$ cat src/rtl/prog_loader.sv
// prog_loader: framed byte-stream loader that writes 18-bit instruction words into program memory.
// Define PROG_LOADER_CSUM_EN to append and verify an XOR checksum byte after the last word.
module prog_loader #(
  parameter logic [7:0]  SYNC_BYTE   = 8'hA5,
  parameter int unsigned TIMEOUT_CYC = 1_000_000
) (
  input  logic        CLK,
  input  logic        RST,
  input  logic [7:0]  RX_DATA,
  input  logic        RX_VALID,
  output logic        WE,
  output logic [9:0]  WADDR,
  output logic [17:0] WDATA,
  output logic        CPU_HOLD,
  output logic        DONE,
  output logic        ERR
);

  localparam int               TMO_W    = $clog2(TIMEOUT_CYC + 1);
  localparam logic [TMO_W-1:0] TMO_LAST = TMO_W'(TIMEOUT_CYC - 1);

  typedef enum logic [2:0] {
    IDLE, CNT_HI, CNT_LO, B2, B1, B0,
`ifdef PROG_LOADER_CSUM_EN
    CSUM
`else
    FIN
`endif
  } state_t;

  state_t           state;
  logic [TMO_W-1:0] tmo;
  logic [1:0]       cnt_hi_p0;
  logic [9:0]       words_left;
  logic [9:0]       addr_cnt;
  logic [1:0]       hi_p0;
  logic [7:0]       mid_p0;
  logic             in_frame;
  logic             tmo_hit;
`ifdef PROG_LOADER_CSUM_EN
  logic [7:0]       csum;
`endif

  // FIN only delays DONE by one cycle; it is not a byte-consuming state.
  always_comb begin
    in_frame = (state != IDLE);
`ifndef PROG_LOADER_CSUM_EN
    if (state == FIN) in_frame = 1'b0;
`endif
    tmo_hit = in_frame && !RX_VALID && (tmo == TMO_LAST);
  end

  always_ff @(posedge CLK) begin
    if (RST) begin
      state      <= IDLE;
      tmo        <= '0;
      cnt_hi_p0  <= '0;
      words_left <= '0;
      addr_cnt   <= '0;
      hi_p0      <= '0;
      mid_p0     <= '0;
      WE         <= 1'b0;
      WADDR      <= '0;
      WDATA      <= '0;
      CPU_HOLD   <= 1'b0;
      DONE       <= 1'b0;
      ERR        <= 1'b0;
`ifdef PROG_LOADER_CSUM_EN
      csum       <= '0;
`endif
    end else begin
      WE   <= 1'b0;
      DONE <= 1'b0;

      if (!in_frame || RX_VALID) tmo <= '0;
      else                       tmo <= tmo + TMO_W'(1);

`ifdef PROG_LOADER_CSUM_EN
      if (RX_VALID && in_frame && state != CSUM) csum <= csum ^ RX_DATA;
`endif

      if (tmo_hit) begin
        state    <= IDLE;
        ERR      <= 1'b1;
        CPU_HOLD <= 1'b0;
      end else begin
        case (state)
          IDLE: if (RX_VALID && RX_DATA == SYNC_BYTE) begin
            state    <= CNT_HI;
            ERR      <= 1'b0;
            CPU_HOLD <= 1'b1;
            addr_cnt <= '0;
`ifdef PROG_LOADER_CSUM_EN
            csum     <= '0;
`endif
          end
          CNT_HI: if (RX_VALID) begin
            if (RX_DATA[7:2] != 6'd0) begin
              state    <= IDLE;
              ERR      <= 1'b1;
              CPU_HOLD <= 1'b0;
            end else begin
              cnt_hi_p0 <= RX_DATA[1:0];
              state     <= CNT_LO;
            end
          end
          CNT_LO: if (RX_VALID) begin
            words_left <= {cnt_hi_p0, RX_DATA};
            state      <= B2;
          end
          B2: if (RX_VALID) begin
            hi_p0 <= RX_DATA[1:0];
            state <= B1;
          end
          B1: if (RX_VALID) begin
            mid_p0 <= RX_DATA;
            state  <= B0;
          end
          // p0 -> p1: the completed word is written on the cycle after its last byte
          B0: if (RX_VALID) begin
            WE         <= 1'b1;
            WADDR      <= addr_cnt;
            WDATA      <= {hi_p0, mid_p0, RX_DATA};
            addr_cnt   <= addr_cnt + 10'd1;
            words_left <= words_left - 10'd1;
            if (words_left == 10'd0) begin
`ifdef PROG_LOADER_CSUM_EN
              state <= CSUM;
`else
              state <= FIN;
`endif
            end else begin
              state <= B2;
            end
          end
`ifdef PROG_LOADER_CSUM_EN
          CSUM: if (RX_VALID) begin
            state    <= IDLE;
            CPU_HOLD <= 1'b0;
            if (RX_DATA == csum) DONE <= 1'b1;
            else                 ERR  <= 1'b1;
          end
`else
          FIN: begin
            state    <= IDLE;
            CPU_HOLD <= 1'b0;
            DONE     <= 1'b1;
          end
`endif
          default: state <= IDLE;
        endcase
      end
    end
  end

endmodule

$ cat config.mk
export PLATFORM = sky130hd
export DESIGN_NAME = prog_loader
export DESIGN_NICKNAME = d
export VERILOG_FILES = /design/src/rtl/prog_loader.sv
export SDC_FILE = /design/constraint.sdc
export NUM_CORES = 1
export LEC_CHECK = 0
export CAP_MARGIN = 10
export CORE_ASPECT_RATIO = 1.4
export CORE_MARGIN = 2
export CORE_UTILIZATION = 56
export CTS_CLUSTER_SIZE = 30
export DETAILED_ROUTE_END_ITERATION = 10
export GPL_TIMING_DRIVEN = 0
export PLACE_DENSITY = 0.84
export SYNTH_ARGS = -nofsm -noshare
export SYNTH_HDL_FRONTEND = slang
export SYNTH_SLANG_ARGS = --single-unit
$ cat constraint.sdc
create_clock -name CLK -period 2.6 [get_ports CLK]
set_clock_uncertainty 0.15 [all_clocks]
set_input_delay 0.52 -clock CLK [delete_from_list [all_inputs] [get_ports CLK]]
set_output_delay 0.52 -clock CLK [all_outputs]
set_load 0.01 [all_outputs]
==> results of run 1 <==
-- area by class of cell --
type | instances | area, µm² | share of cell area
Multi-Input combinational cell | 346 | 2000 | 0.432
Sequential cell | 87 | 1740 | 0.377
Timing Repair Buffer | 40 | 400 | 0.0867
Clock buffer | 10 | 138 | 0.0298
Tap cell | 92 | 115 | 0.0249
Buffer | 28 | 109 | 0.0236
Clock inverter | 6 | 92.6 | 0.0200
Inverter | 7 | 26.3 | 0.00569
-- cells in the mapped netlist (2+ instances only) --
cell / instances
or4_1: 5
nor3_1: 13
nand3_1: 12
nand2b_1: 11
o211ai_1: 2
mux2i_1: 20
nor2_1: 36
nand2_1: 82
o21ai_0: 15
and4_1: 3
a31oi_1: 2
ha_1: 3
inv_1: 7
o21a_1: 3
nor4_1: 6
and3_1: 5
a21oi_1: 55
and2_1: 7
nand4_1: 10
a22oi_1: 2
nor4b_1: 2
xor2_1: 6
nand3b_1: 2
o32ai_1: 2
nor3b_1: 2
dfxtp_1: 87
xnor2_1: 6
nor2b_1: 4
clkbuf_1: 24
or3_1: 5
o31ai_1: 2
buf_2: 3
-- path summary, 6_finish.rpt --
| kind | slack (ns) | endpoint | from |
|---|---|---|---|
| setup / recovery | 0.26 | addr_cnt[4] | RX_DATA[1] |
| hold / removal | 0.31 | WADDR[3] | WADDR[3] |
| setup reg to reg | 0.31 | CPU_HOLD | tmo[12] |
| hold reg to reg | 0.31 | WADDR[3] | WADDR[3] |
-- what timing repair did --
action | 4_1_cts | 5_1_grt
setup endpoints to repair | 0 | 8
hold buffers | 0 | 0
resized for setup | 0 | 2
-- metrics by stage --
step | worst slack, ns | total power (W) | instances
finish | 0.256 | 0.00249 | 616
global route | 0.142 | 0.00255 | 616
CTS | 0.0351 | 0.00249 | 616
detailed placement | -0.349 | 0.00145 | 600
global placement | -0.237 | 0.00144 | 600
floorplan | 0.566 | 0.00141 | 468
-- cell families (layout without fill, tap and decap cells) --
| kind of cell | Yosys count | count (layout) | synth area share |
|---|---|---|---|
| buffers and inverters | 35 | 91 | 0.0350 |
| adders and majority gates | 3 | 3 | 0.00972 |
| DFF | 87 | 87 | 0.451 |
| and+or+nand+nor | 216 | 216 | 0.283 |
| muxes | 21 | 21 | 0.0547 |
| xor gates and xnor gates | 12 | 12 | 0.0272 |
| AOI/OAI and AO/OA | 94 | 94 | 0.139 |
-- critical path: cells and delay by family --
kind	cells	cell delay, ns
AOI/OAI and AO/OA	1	0.41
buffers and inverters	2	1.00
muxes	1	0.16
and+or+nand+nor	2	0.39
-- per-layer routing --
metal,global-route usage,share of wire,vias up
li1,-,-,1748
met1,0.315,0.41,1674
met2,0.479,0.52,104
met3,0.0444,0.054,19
met4,0.0993,0.018,0
met5,0,0,-
-- state kept, by name, indices dropped and copies added, names as in the netlist --
name / count
tmo: 20
WDATA: 18
WADDR: 10
addr_cnt: 10
words_left: 10
mid_p0: 8
state: 3
cnt_hi_p0: 2
hi_p0: 2
CPU_HOLD: 1
DONE: 1
ERR: 1
WE: 1
-- power by group through the flow --
stage / clock network (W) / registers (W) / logic (W)
floorplan: 0 / 0.00137 / 0.0000390
finish: 0.00107 / 0.00134 / 0.0000817
global route: 0.00112 / 0.00134 / 0.0000876
CTS: 0.00108 / 0.00134 / 0.0000787
detailed placement: 0 / 0.00137 / 0.0000788
global placement: 0 / 0.00137 / 0.0000773
==> results.md, run 1 <==
- Run status: completed
- Routed length per instance: roughly 15 µm
- Worst hold path depth: 2
- Die ar.: 0.00759 mm²
- Avg Cell Area, Syn: 8.25 µm²
- Num CTS Buffers: 9
- Crit Path Class: input port to register
- Net Sw Power: ~0.00056 W
- EDFF count, synth: 0
- Routability cong.: 0.901
- Yosys cell types: 56
- Die Height: 102 µm
- Yosys Warn Count: 0
- Vias per cell: 5.75
- Mapped Area: 0.00386 mm²
- Share of the synthesized area in the top cell type: 0.451
- Final slew viol count: 0
- Final WL: around 9400 µm
- Max frequency: around 430 MHz
- Period utilization: 0.902
- Fin area: between 0.004 and 0.005 mm²
- Vias in the first global route: 3374
- Dominant cell type by area after synthesis: dfxtp_1
- Final net count: 533
- I/O pin count: 43
- Cells after Synth: 468
- Most common cell after layout, fill and taps aside: dfxtp_1
- Die width: 74.2 µm
- Synth top area cells: dfxtp_1 45%, nand2_1 8.0%, a21oi_1 7.1%
- Critical Path RT: 2.74 ns
- Slew margin rel.: 0.398
- Reg power frac: 0.537
- Sum Neg Setup Slack: 0 ns
- Max_cap viols: 0
- Number of port buffers: 40
- Int Power: 0.00193 W
- Setup crit start kind: input port
- RSZ-0062 raised after global routing: false
- Final Util: 0.699
- CTS Root Cell: clkbuf_8
- Sequential share of the synthesized area: 0.451
- Arrival @ worst endpoint: ~2.5 ns
- Hold Path Class: register to register
- Worst Setup End Kind: register
- Max Fanout on Critical Path: 10
- #FFs+latches synth: 87
- Maximum root-to-sink buffer count: 2
- Clock-pin slew on the worst setup and hold paths: 0.09 ns
- Most frequent cells in the layout: 87 x dfxtp_1, 82 x nand2_1, 55 x a21oi_1
- Grt ovf: 0
- First-pass GRT wire length: around 16000 µm
- DRT Pass-1 Iters: 5
- Final min period: between 2 and 2.5 ns
- Total number of vias: 3545
- Worst-Margin Slew: roughly 0.89 ns
- Ratio of cells with drive above 1 in the final layout: 0.0534
- Rows: 35
- Hpwl dp: ~6600 µm
- Tot GR Track Use: 0.268
- Reg2Reg Depth: 4
- Crit-path slowest cell: clkdlybuf4s50_1
- Crit-path max cell delay: 0.60 ns
- # clock sinks: 87
- Post-route ant nets: 0
- Fill cells: 512
- Top_reg_cell synth: dfxtp_1
- Post-DP Area: 0.00438 mm²
- Final hold vios: 0
- Power share of the clock group: 0.430
- Initial Utilization: 0.584
- Drt drc: 0
- H-tree depth: 3
- Iter 0 DRT Violations: 226
- Critical Path, Cell by Cell: clkdlybuf4s50_1 -> and4b_1 -> a41oi_2 -> clkbuf_1 -> nand2_1 -> mux2i_1
- Comb pwr share: 0.033
- Largest net degree at the start of global routing: 16
- Setup Viol. Count Final: 0
- Postcts setup bufs: 0
- Sw Ratio: 0.223
- Peak supply drop: 0.432 mV
- TritonCTS clock tree: built
- Hold Worst Slack: approximately 0.31 ns
- Core Footprint: 0.00661 mm²
- Ant. Diodes: 0
- Syn Nets: 482
- Area grow syn2layout: 19.6%
- Clock Latency Late Sink: 0.36 ns
- Pleak: around 1.5 nW
- PwrDens: 538 mW/mm²
- FFs w/ async S/R, synth: 0
- Initial antenna violation count: 0
(Power assumes the default switching activity.)
==> run 2: changes to the inputs <==
--- a/config.mk
+++ b/config.mk
@@ -9,10 +9,11 @@
 export CORE_ASPECT_RATIO = 1.4
 export CORE_MARGIN = 2
 export CORE_UTILIZATION = 56
-export CTS_CLUSTER_SIZE = 30
+export CTS_CLUSTER_SIZE = 20
 export DETAILED_ROUTE_END_ITERATION = 10
 export GPL_TIMING_DRIVEN = 0
 export PLACE_DENSITY = 0.84
+export RECOVER_POWER = 50
 export SYNTH_ARGS = -nofsm -noshare
 export SYNTH_HDL_FRONTEND = slang
 export SYNTH_SLANG_ARGS = --single-unit
==> results.md, run 2 (synthesis results as in run 1) <==
- Run status: completed (unchanged)
- Final slew viol count: 0 (unchanged)
- Max frequency: 425 MHz (was 427 MHz)
- TritonCTS clock tree: built (unchanged)
- Final Util: 0.696 (was 0.699)
- Max Fanout on Critical Path: 10 (unchanged)
- Hold Worst Slack: 0.304 ns (was 0.307 ns)
- Die Height: 102 µm (unchanged)
- Die ar.: 0.00759 mm² (unchanged)
- Register with the most flip-flops: tmo (unchanged)
- Final min period: 2.35 ns (was 2.34 ns)
- Post-route ant nets: 0 (unchanged)
- Initial Utilization: 0.584 (unchanged)
- Pleak: 1.64 nW (was 1.54 nW)
- Final Non-Filler Cells: 616 (unchanged)
- Total number of vias: 3568 (was 3545)
- Max FFs per register: 20 (unchanged)
- Iter 0 DRT Violations: 230 (was 226)
- H-tree depth: 3 (unchanged)
- Tot GR Track Use: 0.268 (unchanged)
- Vias in the first global route: 3374 (unchanged)
- I/O pin count: 43 (unchanged)
- Vias per cell: 5.79 (was 5.75)
- Hold Path Class: register to register (unchanged)
- Crit Path Class: input port to register (unchanged)
- DRT Pass-1 Iters: 4 (was 5)
- Most common cell after layout, fill and taps aside: dfxtp_1 (unchanged)
- Worst Setup End Kind: register (unchanged)
- Area grow syn2layout: 19.2% (was 19.6%)
- Largest net degree at the start of global routing: 16 (unchanged)
- Die width: 74.2 µm (unchanged)
- CTS Root Cell: clkbuf_8 (unchanged)
- Final net count: 533 (unchanged)
- RSZ-0062 raised after global routing: false (unchanged)
- Ant. Diodes: 0 (unchanged)
- Crit. Startpoint: RX_DATA[7] (was RX_DATA[1])
- Sum Neg Setup Slack: 0 ns (unchanged)
- Ratio of cells with drive above 1 in the final layout: 0.0496 (was 0.0534)
- Worst R2R Start: tmo[12] (unchanged)
- Core Footprint: 0.00661 mm² (unchanged)
- Hold wc startpoint: WADDR[4] (was WADDR[3])
- Number of port buffers: 40 (unchanged)
- Clock Latency Late Sink: 0.36 ns (about the same)
- Most frequent cells in the layout: 87 x dfxtp_1, 82 x nand2_1, 55 x a21oi_1 (unchanged)
- Clock-pin slew on the worst setup and hold paths: 0.09 ns (about the same)
- PwrDens: 541 mW/mm² (was 538 mW/mm²)
- Postcts setup bufs: 0 (unchanged)
- Period utilization: 0.905 (was 0.902)
- Setup crit start kind: input port (unchanged)
- First-pass GRT wire length: 15800 µm (unchanged)
- # clock sinks: 87 (unchanged)
- Routability cong.: 0.901 (unchanged)
- Initial antenna violation count: 0 (unchanged)
- Final hold vios: 0 (unchanged)
- Maximum root-to-sink buffer count: 2 (unchanged)
- Peak supply drop: 0.439 mV (was 0.432 mV)
- Top Registers: tmo: 20 flops, WDATA: 18 flops (unchanged)
- Placed cells: 600 (unchanged)
- Worst-Margin Slew: 0.924 ns (was 0.891 ns)
- Critical Path RT: 2.73 ns (was 2.74 ns)
- Hpwl dp: 6620 µm (unchanged)
- Grt ovf: 0 (unchanged)
- Final WL: 9440 µm (unchanged)
- Max_cap viols: 0 (unchanged)
- Slew margin rel.: 0.378 (was 0.398)
- Arrival @ worst endpoint: 2.49 ns (was 2.48 ns)
- Setup Viol. Count Final: 0 (unchanged)
- Drt drc: 0 (unchanged)
- Rows: 35 (unchanged)
- Fill cells: 513 (was 512)
- Routed length per instance: 15.3 µm (unchanged)
- Num CTS Buffers: 9 (unchanged)
[run 2: cell type report]
cell class	instances	area (µm²)	share of cell area
clock inverters	6	92.6	0.0201
clock buffers	10	138	0.0299
inverters	7	26.3	0.00571
multi-input cells	346	1980	0.431
repair buffers	40	400	0.0870
well taps	92	115	0.0250
flip-flops and latches	87	1740	0.378
plain buffers	28	108	0.0234
[run 2: worst paths after layout]
check | end | slack (ns) | cells past startpoint
max | addr_cnt[4] | 0.25 | 6
min | WADDR[4] | 0.30 | 2
max reg2reg | CPU_HOLD | 0.30 | 4
min reg2reg | WADDR[4] | 0.30 | 2
[run 2: metrics by stage]
step	worst slack (ns)	area, µm²	total power, W
global placement	-0.237	4380	0.00144
detailed placement	-0.349	4380	0.00145
finish	0.246	4600	0.00249
global route	0.142	4600	0.00255
CTS	0.0351	4610	0.00249
floorplan	0.566	3860	0.00141
[run 2: critical path, stage by stage]
cell           delay, ns
dlygate4sd3_1       0.67
and2_1              0.23
a41oi_2             0.38
clkbuf_1            0.40
nand2_1             0.12
mux2i_1             0.16
[run 2: where the power goes]
part	total (W)	switching [W]	internal (W)
logic	0.0000809	0.0000548	0.0000261
registers	0.00134	0.00000251	0.00133
clock network	0.00107	0.000502	0.000572
total	0.00249	0.000559	0.00193
[run 2: timing repair]
| action | in CTS | in global routing |
|---|---|---|
| hold buffers | 0 | 0 |
| endpoints found under the setup margin | 0 | 8 |
| resized for setup | 0 | 2 |
[run 2: layer usage]
layer,track usage,up-vias,part of all wire
li1,-,1748,-
met1,0.315,1685,0.41
met2,0.479,118,0.52
met3,0.0444,17,0.056
met4,0.0993,0,0.017
met5,0,-,0
